==> src/rtl/control_unit_if.sv <==
// Bundle between the control unit and the datapath/memory side: decoded
// opcode, flags and memory ready in; every select, enable and status pulse out.
interface control_unit_if #(
    parameter int WORD_SIZE   = 16,
    parameter int OPCODE_SIZE = 5
);
    logic [OPCODE_SIZE-1:0] opcode;
    logic [WORD_SIZE-1:0]   status_reg;
    logic                   mem_ready;

    logic       mem_req;
    logic       mem_we;
    logic [1:0] ALU_in2_mux;
    logic [1:0] PC_mux;
    logic [1:0] memory_addr_mux;
    logic [1:0] data_in_mux;
    logic       mem_out_mux;
    logic       reg_buff1_write;
    logic       reg_buff2_write;
    logic       status_reg_write;
    logic       ALU_out_write;
    logic       reg_write;
    logic       PC_write;
    logic       IR_write;
    logic       halted;
    logic       retire;
    logic       illegal;

    modport master (
        input  opcode, status_reg, mem_ready,
        output mem_req, mem_we, ALU_in2_mux, PC_mux, memory_addr_mux, data_in_mux,
               mem_out_mux, reg_buff1_write, reg_buff2_write, status_reg_write,
               ALU_out_write, reg_write, PC_write, IR_write, halted, retire, illegal
    );

    modport slave (
        output opcode, status_reg, mem_ready,
        input  mem_req, mem_we, ALU_in2_mux, PC_mux, memory_addr_mux, data_in_mux,
               mem_out_mux, reg_buff1_write, reg_buff2_write, status_reg_write,
               ALU_out_write, reg_write, PC_write, IR_write, halted, retire, illegal
    );
endinterface

==> src/rtl/control_unit.sv <==
// Multi-cycle sequencer for the 16-bit CPU: FETCH/DECODE/EXEC/MEM/WB/HALT with a
// request/ready memory handshake; controls are decoded from state, opcode and flags.
module control_unit #(
    parameter int WORD_SIZE   = 16,
    parameter int OPCODE_SIZE = 5
) (
    input  logic           clk,
    input  logic           rst_n,
    control_unit_if.master cu_bus
);

    typedef enum logic [2:0] {
        ST_FETCH  = 3'd0,
        ST_DECODE = 3'd1,
        ST_EXEC   = 3'd2,
        ST_MEM    = 3'd3,
        ST_WB     = 3'd4,
        ST_HALT   = 3'd5
    } state_t;

    typedef struct packed {
        logic       mem_req;
        logic       mem_we;
        logic [1:0] alu_in2_mux;
        logic [1:0] pc_mux;
        logic [1:0] memory_addr_mux;
        logic [1:0] data_in_mux;
        logic       mem_out_mux;
        logic       reg_buff1_write;
        logic       reg_buff2_write;
        logic       status_reg_write;
        logic       alu_out_write;
        logic       reg_write;
        logic       pc_write;
        logic       ir_write;
        logic       halted;
        logic       retire;
        logic       illegal;
    } ctrl_t;

    localparam logic [OPCODE_SIZE-1:0] OP_NOP    = OPCODE_SIZE'(5'b00000);
    localparam logic [OPCODE_SIZE-1:0] OP_ALU_RR = OPCODE_SIZE'(5'b00001);
    localparam logic [OPCODE_SIZE-1:0] OP_ALU_RI = OPCODE_SIZE'(5'b00010);
    localparam logic [OPCODE_SIZE-1:0] OP_LDI    = OPCODE_SIZE'(5'b00011);
    localparam logic [OPCODE_SIZE-1:0] OP_LD     = OPCODE_SIZE'(5'b00100);
    localparam logic [OPCODE_SIZE-1:0] OP_ST     = OPCODE_SIZE'(5'b00101);
    localparam logic [OPCODE_SIZE-1:0] OP_JMP    = OPCODE_SIZE'(5'b00110);
    localparam logic [OPCODE_SIZE-1:0] OP_JR     = OPCODE_SIZE'(5'b00111);
    localparam logic [OPCODE_SIZE-1:0] OP_BZ     = OPCODE_SIZE'(5'b01000);
    localparam logic [OPCODE_SIZE-1:0] OP_BNZ    = OPCODE_SIZE'(5'b01001);
    localparam logic [OPCODE_SIZE-1:0] OP_BC     = OPCODE_SIZE'(5'b01010);
    localparam logic [OPCODE_SIZE-1:0] OP_CALL   = OPCODE_SIZE'(5'b01011);
    localparam logic [OPCODE_SIZE-1:0] OP_HALT   = OPCODE_SIZE'(5'b11111);

    state_t state_q;
    state_t state_d;
    logic   run_q;
    ctrl_t  ctrl_raw_s;
    ctrl_t  ctrl_s;
    logic   flag_z_s;
    logic   flag_c_s;
    logic [WORD_SIZE-3:0] unused_status_s;

    // Branch condition for the three conditional branch opcodes.
    function automatic logic branch_taken(
        input logic [OPCODE_SIZE-1:0] op,
        input logic                   z,
        input logic                   c
    );
        case (op)
            OP_BZ:   return z;
            OP_BNZ:  return !z;
            OP_BC:   return c;
            default: return 1'b0;
        endcase
    endfunction

    assign flag_z_s        = cu_bus.status_reg[0];
    assign flag_c_s        = cu_bus.status_reg[1];
    assign unused_status_s = cu_bus.status_reg[WORD_SIZE-1:2];

    // Next-state and raw control decode from state, opcode, flags and mem_ready.
    always_comb begin
        ctrl_raw_s = '0;
        state_d    = state_q;
        case (state_q)
            ST_FETCH: begin
                ctrl_raw_s.mem_req         = 1'b1;
                ctrl_raw_s.memory_addr_mux = 2'd0;
                if (cu_bus.mem_ready) begin
                    ctrl_raw_s.ir_write = 1'b1;
                    ctrl_raw_s.pc_write = 1'b1;
                    ctrl_raw_s.pc_mux   = 2'd0;
                    state_d             = ST_DECODE;
                end else begin
                    state_d = ST_FETCH;
                end
            end
            ST_DECODE: begin
                ctrl_raw_s.reg_buff1_write = 1'b1;
                ctrl_raw_s.reg_buff2_write = 1'b1;
                if (cu_bus.opcode == OP_HALT) begin
                    state_d = ST_HALT;
                end else begin
                    state_d = ST_EXEC;
                end
            end
            ST_EXEC: begin
                state_d = ST_FETCH;
                case (cu_bus.opcode)
                    OP_NOP: begin
                        ctrl_raw_s.retire = 1'b1;
                    end
                    OP_ALU_RR, OP_ALU_RI: begin
                        ctrl_raw_s.alu_in2_mux      = (cu_bus.opcode == OP_ALU_RI) ? 2'd1 : 2'd0;
                        ctrl_raw_s.alu_out_write    = 1'b1;
                        ctrl_raw_s.status_reg_write = 1'b1;
                        state_d                     = ST_WB;
                    end
                    OP_LDI: begin
                        ctrl_raw_s.reg_write   = 1'b1;
                        ctrl_raw_s.data_in_mux = 2'd2;
                        ctrl_raw_s.retire      = 1'b1;
                    end
                    OP_LD, OP_ST: begin
                        state_d = ST_MEM;
                    end
                    OP_JMP: begin
                        ctrl_raw_s.pc_write = 1'b1;
                        ctrl_raw_s.pc_mux   = 2'd1;
                        ctrl_raw_s.retire   = 1'b1;
                    end
                    OP_JR: begin
                        ctrl_raw_s.pc_write = 1'b1;
                        ctrl_raw_s.pc_mux   = 2'd2;
                        ctrl_raw_s.retire   = 1'b1;
                    end
                    OP_BZ, OP_BNZ, OP_BC: begin
                        // An untaken branch keeps the PC+1 already written in FETCH.
                        if (branch_taken(cu_bus.opcode, flag_z_s, flag_c_s)) begin
                            ctrl_raw_s.pc_write = 1'b1;
                            ctrl_raw_s.pc_mux   = 2'd1;
                        end else begin
                            ctrl_raw_s.pc_write = 1'b0;
                        end
                        ctrl_raw_s.retire = 1'b1;
                    end
                    OP_CALL: begin
                        ctrl_raw_s.reg_write   = 1'b1;
                        ctrl_raw_s.data_in_mux = 2'd3;
                        ctrl_raw_s.pc_write    = 1'b1;
                        ctrl_raw_s.pc_mux      = 2'd1;
                        ctrl_raw_s.retire      = 1'b1;
                    end
                    OP_HALT: begin
                        state_d = ST_HALT;
                    end
                    default: begin
                        ctrl_raw_s.illegal = 1'b1;
                        ctrl_raw_s.retire  = 1'b1;
                    end
                endcase
            end
            ST_MEM: begin
                ctrl_raw_s.mem_req         = 1'b1;
                ctrl_raw_s.memory_addr_mux = 2'd1;
                if (cu_bus.opcode == OP_ST) begin
                    ctrl_raw_s.mem_we      = 1'b1;
                    ctrl_raw_s.mem_out_mux = 1'b0;
                end else begin
                    ctrl_raw_s.mem_we = 1'b0;
                end
                if (cu_bus.mem_ready) begin
                    ctrl_raw_s.retire = 1'b1;
                    if (cu_bus.opcode == OP_LD) begin
                        ctrl_raw_s.reg_write   = 1'b1;
                        ctrl_raw_s.data_in_mux = 2'd1;
                    end else begin
                        ctrl_raw_s.reg_write = 1'b0;
                    end
                    state_d = ST_FETCH;
                end else begin
                    state_d = ST_MEM;
                end
            end
            ST_WB: begin
                ctrl_raw_s.reg_write   = 1'b1;
                ctrl_raw_s.data_in_mux = 2'd0;
                ctrl_raw_s.retire      = 1'b1;
                state_d                = ST_FETCH;
            end
            ST_HALT: begin
                ctrl_raw_s.halted = 1'b1;
                state_d           = ST_HALT;
            end
            default: begin
                state_d = ST_FETCH;
            end
        endcase
    end

    // Controls stay at zero from reset assertion until the first edge after release.
    always_comb begin
        if (run_q) begin
            ctrl_s = ctrl_raw_s;
        end else begin
            ctrl_s = '0;
        end
    end

    // Sequencer state; run_q marks the first active cycle after reset release.
    always_ff @(posedge clk or negedge rst_n) begin
        if (!rst_n) begin
            state_q <= ST_FETCH;
            run_q   <= 1'b0;
        end else if (run_q) begin
            state_q <= state_d;
            run_q   <= 1'b1;
        end else begin
            state_q <= state_q;
            run_q   <= 1'b1;
        end
    end

    assign cu_bus.mem_req          = ctrl_s.mem_req;
    assign cu_bus.mem_we           = ctrl_s.mem_we;
    assign cu_bus.ALU_in2_mux      = ctrl_s.alu_in2_mux;
    assign cu_bus.PC_mux           = ctrl_s.pc_mux;
    assign cu_bus.memory_addr_mux  = ctrl_s.memory_addr_mux;
    assign cu_bus.data_in_mux      = ctrl_s.data_in_mux;
    assign cu_bus.mem_out_mux      = ctrl_s.mem_out_mux;
    assign cu_bus.reg_buff1_write  = ctrl_s.reg_buff1_write;
    assign cu_bus.reg_buff2_write  = ctrl_s.reg_buff2_write;
    assign cu_bus.status_reg_write = ctrl_s.status_reg_write;
    assign cu_bus.ALU_out_write    = ctrl_s.alu_out_write;
    assign cu_bus.reg_write        = ctrl_s.reg_write;
    assign cu_bus.PC_write         = ctrl_s.pc_write;
    assign cu_bus.IR_write         = ctrl_s.ir_write;
    assign cu_bus.halted           = ctrl_s.halted;
    assign cu_bus.retire           = ctrl_s.retire;
    assign cu_bus.illegal          = ctrl_s.illegal;

endmodule
==> src/flat_wrapper.sv <==
// flat-port wrapper written by rule: the top's interface ports become plain ports
module control_unit_flat 
#(
    parameter int WORD_SIZE   = 16,
    parameter int OPCODE_SIZE = 5
)
  (clk, rst_n, cu_bus_opcode, cu_bus_status_reg, cu_bus_mem_ready, cu_bus_mem_req, cu_bus_mem_we, cu_bus_ALU_in2_mux, cu_bus_PC_mux, cu_bus_memory_addr_mux, cu_bus_data_in_mux, cu_bus_mem_out_mux, cu_bus_reg_buff1_write, cu_bus_reg_buff2_write, cu_bus_status_reg_write, cu_bus_ALU_out_write, cu_bus_reg_write, cu_bus_PC_write, cu_bus_IR_write, cu_bus_halted, cu_bus_retire, cu_bus_illegal);
  control_unit_if #(.WORD_SIZE(WORD_SIZE), .OPCODE_SIZE(OPCODE_SIZE)) cu_bus_i ();
  input  logic clk;
  input  logic rst_n;
  input wire logic [$bits(cu_bus_i.opcode)-1:0] cu_bus_opcode;
  input wire logic [$bits(cu_bus_i.status_reg)-1:0] cu_bus_status_reg;
  input wire logic [$bits(cu_bus_i.mem_ready)-1:0] cu_bus_mem_ready;
  output wire logic [$bits(cu_bus_i.mem_req)-1:0] cu_bus_mem_req;
  output wire logic [$bits(cu_bus_i.mem_we)-1:0] cu_bus_mem_we;
  output wire logic [$bits(cu_bus_i.ALU_in2_mux)-1:0] cu_bus_ALU_in2_mux;
  output wire logic [$bits(cu_bus_i.PC_mux)-1:0] cu_bus_PC_mux;
  output wire logic [$bits(cu_bus_i.memory_addr_mux)-1:0] cu_bus_memory_addr_mux;
  output wire logic [$bits(cu_bus_i.data_in_mux)-1:0] cu_bus_data_in_mux;
  output wire logic [$bits(cu_bus_i.mem_out_mux)-1:0] cu_bus_mem_out_mux;
  output wire logic [$bits(cu_bus_i.reg_buff1_write)-1:0] cu_bus_reg_buff1_write;
  output wire logic [$bits(cu_bus_i.reg_buff2_write)-1:0] cu_bus_reg_buff2_write;
  output wire logic [$bits(cu_bus_i.status_reg_write)-1:0] cu_bus_status_reg_write;
  output wire logic [$bits(cu_bus_i.ALU_out_write)-1:0] cu_bus_ALU_out_write;
  output wire logic [$bits(cu_bus_i.reg_write)-1:0] cu_bus_reg_write;
  output wire logic [$bits(cu_bus_i.PC_write)-1:0] cu_bus_PC_write;
  output wire logic [$bits(cu_bus_i.IR_write)-1:0] cu_bus_IR_write;
  output wire logic [$bits(cu_bus_i.halted)-1:0] cu_bus_halted;
  output wire logic [$bits(cu_bus_i.retire)-1:0] cu_bus_retire;
  output wire logic [$bits(cu_bus_i.illegal)-1:0] cu_bus_illegal;
  assign cu_bus_i.opcode = cu_bus_opcode;
  assign cu_bus_i.status_reg = cu_bus_status_reg;
  assign cu_bus_i.mem_ready = cu_bus_mem_ready;
  assign cu_bus_mem_req = cu_bus_i.mem_req;
  assign cu_bus_mem_we = cu_bus_i.mem_we;
  assign cu_bus_ALU_in2_mux = cu_bus_i.ALU_in2_mux;
  assign cu_bus_PC_mux = cu_bus_i.PC_mux;
  assign cu_bus_memory_addr_mux = cu_bus_i.memory_addr_mux;
  assign cu_bus_data_in_mux = cu_bus_i.data_in_mux;
  assign cu_bus_mem_out_mux = cu_bus_i.mem_out_mux;
  assign cu_bus_reg_buff1_write = cu_bus_i.reg_buff1_write;
  assign cu_bus_reg_buff2_write = cu_bus_i.reg_buff2_write;
  assign cu_bus_status_reg_write = cu_bus_i.status_reg_write;
  assign cu_bus_ALU_out_write = cu_bus_i.ALU_out_write;
  assign cu_bus_reg_write = cu_bus_i.reg_write;
  assign cu_bus_PC_write = cu_bus_i.PC_write;
  assign cu_bus_IR_write = cu_bus_i.IR_write;
  assign cu_bus_halted = cu_bus_i.halted;
  assign cu_bus_retire = cu_bus_i.retire;
  assign cu_bus_illegal = cu_bus_i.illegal;
  control_unit #(.WORD_SIZE(WORD_SIZE), .OPCODE_SIZE(OPCODE_SIZE)) u_core (.clk(clk), .rst_n(rst_n), .cu_bus(cu_bus_i));
endmodule
==> config.mk <==
export PLATFORM = sky130hd
export DESIGN_NAME = control_unit_flat
export DESIGN_NICKNAME = d
export VERILOG_FILES = /design/src/rtl/control_unit_if.sv /design/src/rtl/control_unit.sv /design/src/flat_wrapper.sv
export SDC_FILE = /design/constraint.sdc
export NUM_CORES = 1
export LEC_CHECK = 0
export CORE_ASPECT_RATIO = 1.1
export CORE_MARGIN = 2
export CORE_UTILIZATION = 37
export CTS_BUF_LIST = sky130_fd_sc_hd__clkbuf_8
export CTS_CLUSTER_DIAMETER = 50
export CTS_CLUSTER_SIZE = 40
export DETAILED_ROUTE_END_ITERATION = 12
export GPL_TIMING_DRIVEN = 0
export PLACE_DENSITY = 0.81
export SYNTH_ARGS = -nofsm -noshare
export SYNTH_HDL_FRONTEND = slang
export SYNTH_SLANG_ARGS = --single-unit
==> constraint.sdc <==
create_clock -name clk -period 1.9 [get_ports clk]
set_clock_uncertainty 0.2 [all_clocks]
set_input_delay 0.285 -clock clk [delete_from_list [all_inputs] [get_ports clk]]
set_output_delay 0.285 -clock clk [all_outputs]
set_load 0.01 [all_outputs]
==> flow_summary.json, run 1 <==
{
  "cts-root-buf": "clkbuf_8",
  "track_usage_pct": 21.9,
  "netlist_instances": 100,
  "final_common_cell": "buf_4",
  "syn_to_final_growth_pct": 87.0,
  "start_kind": "input port",
  "ir_worst_vdd_mv": 0.707,
  "vias": 919,
  "layout-drive-gt1-share_pct": 54.7,
  "power_density_mw_per_mm2": 686,
  "reg2reg_slack_ps": 40,
  "final_cell_mix": "23 x buf_4, 14 x buf_2, 10 x buf_6, 7 x nor2_1",
  "worst_slack_ps": -231,
  "finalHoldViolations": 0,
  "finalNetCount": 176,
  "grt_antenna_before_repair": 0,
  "grt_pass1_vias": 878,
  "cp_max_fo": 3,
  "setup_tns_ps": -1440,
  "synth_warnings": 0,
  "final.fill_count": 142,
  "dieArea_mm2": 0.00227,
  "r2r-end": "u_core.state_q[0]",
  "worstPathRequired_ps": 1410,
  "power.leakage_nw": 0.661,
  "clkTransAtPathRegs_ps": 30,
  "finalSetupViolCount": 11,
  "violations": "setup timing",
  "htree_num_levels": 1,
  "overflow": 0,
  "dr.first_iter.drc_count": 9,
  "seqCellArea_um2": 103,
  "slew_viol_final": 0,
  "rr_worst_depth": 6,
  "place_hpwl_um": 1460,
  "insertion_delay_ps": 210,
  "core_area_mm2": 0.00178,
  "rows": 16,
  "cp.arrival_ps": 1650,
  "clock_sinks": 4,
  "ys_seq_area_share_pct": 14.2,
  "die_x_um": 45.6,
  "place_inst": 147,
  "place_congestion": 0.847,
  "hp-class": "in2async",
  "fmax_mhz": 469,
  "rsz0062_at_grt": "yes",
  "cp_slowest_cell": "clkdlybuf4s50_1",
  "wire_per_inst_um": 14.6,
  "cts_tree": "yes",
  "dr.pass1.iters": 4,
  "ios": 45,
  "grt_pass1_wl_um": 3730,
  "fin_crit_ps": 2130,
  "outcome": "finished, violations left",
  "cts_buffer_depth": 2,
  "num_antenna_cells": 0,
  "totalWireLength_um": 2450,
  "critPathMaxStageDelay_ps": 570,
  "synth_area_um2": 703,
  "multiInputGateArea_um2": 678,
  "grt_max_degree": 11,
  "cp-end-kind": "primary output",
  "drc": 0,
  "ys_ff_latch": 4,
  "ant_nets": 0,
  "avgSynthCellArea_um2": 7.03,
  "worstSetupPathType": "in2out",
  "synth_cell_types": 39,
  "initial_core_util_pct": 39.5,
  "crit_chain": "clkdlybuf4s50_1 > inv_2 > nor4_4 > inv_1 > o41ai_2 > buf_2",
  "vias_per_cell": 5.47,
  "post-route-period-util_pct": 112,
  "numCtsBuffers": 3,
  "port_buffers": 27,
  "fin_cells": 168,
  "pre_cts_ws_ps": -823,
  "die_height_um": 49.7,
  "reg2reg_from": "u_core.state_q[1]",
  "cap_violations": 0
}
-- through the flow --
stage	total power [mW]	util (%)	instance area (µm²)	hold slack, ps
2_1_floorplan	0.390	-	711	-211
3_3_place_gp	0.532	56.3	1000	291
3_5_place_dp	0.541	56.3	1000	293
4_1_cts	0.850	70.6	1260	67.4
5_1_grt	0.951	73.8	1320	94.1
6_report	0.902	73.8	1320	70.6
-- synthesized netlist by cell type, drive strengths merged --
master / n / share of area [%]
nor3: 7 / 5.7
xnor2: 2 / 2.5
a21o: 3 / 3.2
xor2: 2 / 2.5
buf: 13 / 12
mux2i: 1 / 1.4
a31oi: 2 / 1.8
o41ai: 2 / 4.6
a221oi: 1 / 1.2
o211ai: 1 / 1.1
o21a: 2 / 2.1
nand2: 8 / 4.3
nand3: 3 / 2.1
or4: 1 / 1.1
nor3b: 3 / 3.9
or3: 1 / 0.89
nand2b: 3 / 2.7
nor2: 7 / 3.7
inv: 4 / 2.1
a21oi: 5 / 3.6
o21ai: 7 / 5.0
nor2b: 3 / 2.7
nand4: 1 / 0.89
a211oi: 1 / 1.1
and2: 1 / 0.89
o21bai: 1 / 1.1
and3: 3 / 2.7
conb: 2 / 1.1
nor4: 2 / 1.8
nor4b: 2 / 3.4
or3b: 1 / 1.6
dfrtp: 4 / 14
nor4bb: 1 / 1.4
-- flip-flops by register name, indices dropped and copies added (netlist names) --
| signal | count |
|---|---|
| u_core.run_q | 1 |
| u_core.state_q | 3 |
-- per-layer routing --
metal | GRT usage [%] | up-vias | routed length [µm]
li1 | - | 452 | -
met1 | 25.8 | 433 | 952
met2 | 40.4 | 30 | 1340
met3 | 0.366 | 4 | 121
met4 | 7.35 | 0 | 41
met5 | 0 | - | 0
-- timing repair --
action | 4_1_cts | 5_1_grt
endpoints found under the setup margin | 18 | 15
resized for setup | 115 | 12
setup buffers | 16 | 3
pin swaps | 19 | 8
hold buffers | 0 | 0
cloned | 0 | 0
-- critical path: cells and delay by family --
family | cells | cell delay [ps]
buffers and inverters | 4 | 940
and+or+nand+nor | 1 | 350
AOI/OAI and AO/OA | 1 | 60
-- how the worst max path moves through the flow --
stage | from | depth (start not counted) | end
4_1_cts | u_core.state_q[1] | 6 | cu_bus_data_in_mux[0]
2_1_floorplan | u_core.state_q[2] | 4 | cu_bus_status_reg_write
3_5_place_dp | cu_bus_opcode[3] | 7 | cu_bus_data_in_mux[0]
6_report | cu_bus_mem_ready | 6 | cu_bus_PC_write
3_3_place_gp | cu_bus_opcode[3] | 7 | cu_bus_data_in_mux[0]
5_1_grt | u_core.state_q[2] | 6 | cu_bus_status_reg_write
-- power by group --
part,leakage (nW),switching (mW),internal [mW]
clock,0.0216,0.0388,0.135
combinational,0.591,0.291,0.305
sequential,0.0483,0.0246,0.108
-- area by class of cell --
| class | count | share of cell area, % |
|---|---|---|
| multi-input cells | 81 | 51.6 |
| repair buffers | 45 | 26.4 |
| plain buffers | 13 | 8.28 |
| flip-flops and latches | 4 | 7.80 |
| clock buffers | 3 | 3.14 |
| well taps | 18 | 1.71 |
| inverters | 4 | 1.14 |
-- cells by family after synthesis --
family	count (synthesis)	share of synthesized area [%]
AO/OA/AOI/OAI	25	24.7
XOR/XNOR	4	4.98
buffers and inverters	17	13.9
flip-flops	4	14.2
multiplexers	1	1.42
other	2	1.07
AND/OR/NAND/NOR	47	39.7
Power figures use the tool's default switching activity.
==> inputs of run 2 (changes only) <==
--- a/config.mk
+++ b/config.mk
@@ -16,2 +16,3 @@
 export PLACE_DENSITY = 0.81
+export REMOVE_ABC_BUFFERS = 1
 export SYNTH_ARGS = -nofsm -noshare
--- a/constraint.sdc
+++ b/constraint.sdc
@@ -4,2 +4,2 @@
 set_output_delay 0.285 -clock clk [all_outputs]
-set_load 0.01 [all_outputs]
+set_load 0.1 [all_outputs]
==> run 2 against run 1 <==
The flow still finishes with violations (setup timing); critical path depth fell by 2; sequential power rose by 13%; die area unchanged; critical path type is now reg2out; largest cell class unchanged; largest power group unchanged; highest routed layer unchanged.
==> flow_summary.json, run 2 (synthesis gave the netlist of run 1 again) <==
{
  "final_common_cell": "buf_4",
  "dr.pass1.iters": 5,
  "overflow": 0,
  "place_inst": 134,
  "rows": 16,
  "core_area_mm2": 0.00178,
  "postCtsHoldBufs": 0,
  "finalSetupViolCount": 15,
  "drc": 0,
  "layout-drive-gt1-share_pct": 54.2,
  "cts_buffer_depth": 2,
  "largest_register_ffs": 3,
  "grt_pass1_wl_um": 4510,
  "finalNetCount": 168,
  "clock_sinks": 4,
  "reg2reg_slack_ps": 20,
  "place_congestion": 0.812,
  "post-route-period-util_pct": 117,
  "grt_max_degree": 15,
  "worstSetupPathType": "reg2out",
  "worstPathRequired_ps": 1410,
  "die_height_um": 49.7,
  "cts-root-buf": "clkbuf_8",
  "cts_tree": "yes",
  "syn_to_final_growth_pct": 103,
  "slew_viol_final": 0,
  "ant_nets": 0,
  "final.fill_count": 101,
  "power_mw": 1.36,
  "dieArea_mm2": 0.00227,
  "top_regs": "u_core.state_q (3), u_core.run_q (1)",
  "violations": "setup timing",
  "p_clk_share_pct": 14.6,
  "worst_slack_ps": -319,
  "setup_tns_ps": -3310,
  "numCtsBuffers": 3,
  "gr-max-usage-layer": "met2",
  "cp_max_fo": 5,
  "totalWireLength_um": 3100,
  "rsz0062_at_grt": "yes",
  "vias_per_cell": 6.11,
  "use_met2_pct": 42.5,
  "initial_core_util_pct": 39.5,
  "start_kind": "register",
  "seqCellArea_um2": 105,
  "top_register": "u_core.state_q",
  "ios": 45,
  "die_x_um": 45.6,
  "hp-class": "in2async",
  "ir_worst_vdd_mv": 0.980,
  "intPower_mw": 0.621,
  "clkTransAtPathRegs_ps": 40,
  "vias": 977,
  "worst_pin_slew_ps": 517,
  "pre_cts_ws_ps": -1710,
  "dr.first_iter.drc_count": 51,
  "grt_antenna_before_repair": 0,
  "swShare_pct": 54.3,
  "num_antenna_cells": 0,
  "insertion_delay_ps": 230,
  "power_density_mw_per_mm2": 954,
  "port_buffers": 27,
  "p_sw_mw": 0.739,
  "fmax_mhz": 451,
  "multiInputGateArea_um2": 683,
  "wire_per_inst_um": 19.4,
  "finalHoldViolations": 0,
  "grtUsageMet3_pct": 5.49,
  "htree_num_levels": 1,
  "place_hpwl_um": 1350,
  "final_cell_mix": "21 x buf_4, 11 x buf_12, 10 x buf_6, 7 x nand2_1",
  "grt_pass1_vias": 964,
  "pwr-share-comb_pct": 74.4,
  "max-slew-margin-rel_pct": 65.1,
  "track_usage_pct": 27.3,
  "seqPwrFrac_pct": 11.0,
  "cp.arrival_ps": 1730,
  "outcome": "finished, violations left",
  "cp-end-kind": "primary output",
  "power.leakage_nw": 0.637,
  "grtUsageMet1_pct": 34.4,
  "fin_crit_ps": 2220,
  "cap_violations": 0,
  "fin_cells": 160
}
run 2: changes by cell type in the layout (fill, tap and decap cells not counted), moves of 2 or more:
cell           change
and3_1             -2
and3_4             +2
buf_12            +11
buf_2             -13
buf_4              -2
dfrtp_1            -2
dfrtp_2            +2
dlygate4sd2_1      -3
run 2: final timing paths:
| check | startpoint | endpoint | depth (start not counted) |
|---|---|---|---|
| setup / recovery | u_core.state_q[2] | cu_bus_status_reg_write | 4 |
| hold / removal | rst_n | u_core.state_q[2] | 1 |
| setup reg to reg | u_core.state_q[0] | u_core.state_q[0] | 5 |
| hold reg to reg | u_core.state_q[1] | u_core.state_q[1] | 2 |
| max in group asynchronous | rst_n | u_core.run_q | 1 |
| min in group clk | cu_bus_opcode[4] | u_core.state_q[2] | 6 |
run 2: area by class of cell:
| class | count | area share (%) |
|---|---|---|
| clock buffers | 3 | 2.90 |
| inverters | 4 | 1.05 |
| multi-input cells | 82 | 47.9 |
| flip-flops and latches | 4 | 7.37 |
| well taps | 18 | 1.58 |
| repair buffers | 49 | 39.2 |
run 2: metrics by stage:
stage	hold WS, ps	cell area, µm²	util (%)
2_1_floorplan	-211	628	-
3_3_place_gp	294	921	51.7
3_5_place_dp	307	921	51.7
4_1_cts	78.7	1340	75.3
5_1_grt	79.9	1430	80.0
6_report	56.1	1430	80.0
run 2: worst max-delay path, stage by stage, from the launching register on:
cell and delay [ps]:
dfrtp_2 470, nor3b_4 340, nand2_4 150, nor3_4 320, buf_12 220
run 2: what timing repair did:
action | 4_1_cts | 5_1_grt
buffers inserted | 19 | 3
cloned | 1 | 0
endpoints found under the setup margin | 20 | 16
pin swaps | 12 | 9
gates resized for setup | 209 | 16
run 2: power by group through the flow:
stage               logic [mW]  registers (mW)  clock network, mW
global route              1.05           0.152              0.198
floorplan                0.502           0.152                  0
global placement         0.636           0.164                  0
finish                    1.01           0.150              0.198
detailed placement       0.641           0.167                  0
CTS                      0.908           0.142              0.180
run 2: routing by layer:
metal  wire, µm  share of wire, %  vias to the layer above
li1           -                 -                      437
met1       1200                39                      476
met2       1570                51                       54
met3        264               8.5                       10
met4         75               2.4                        0
met5          0                 0                        -
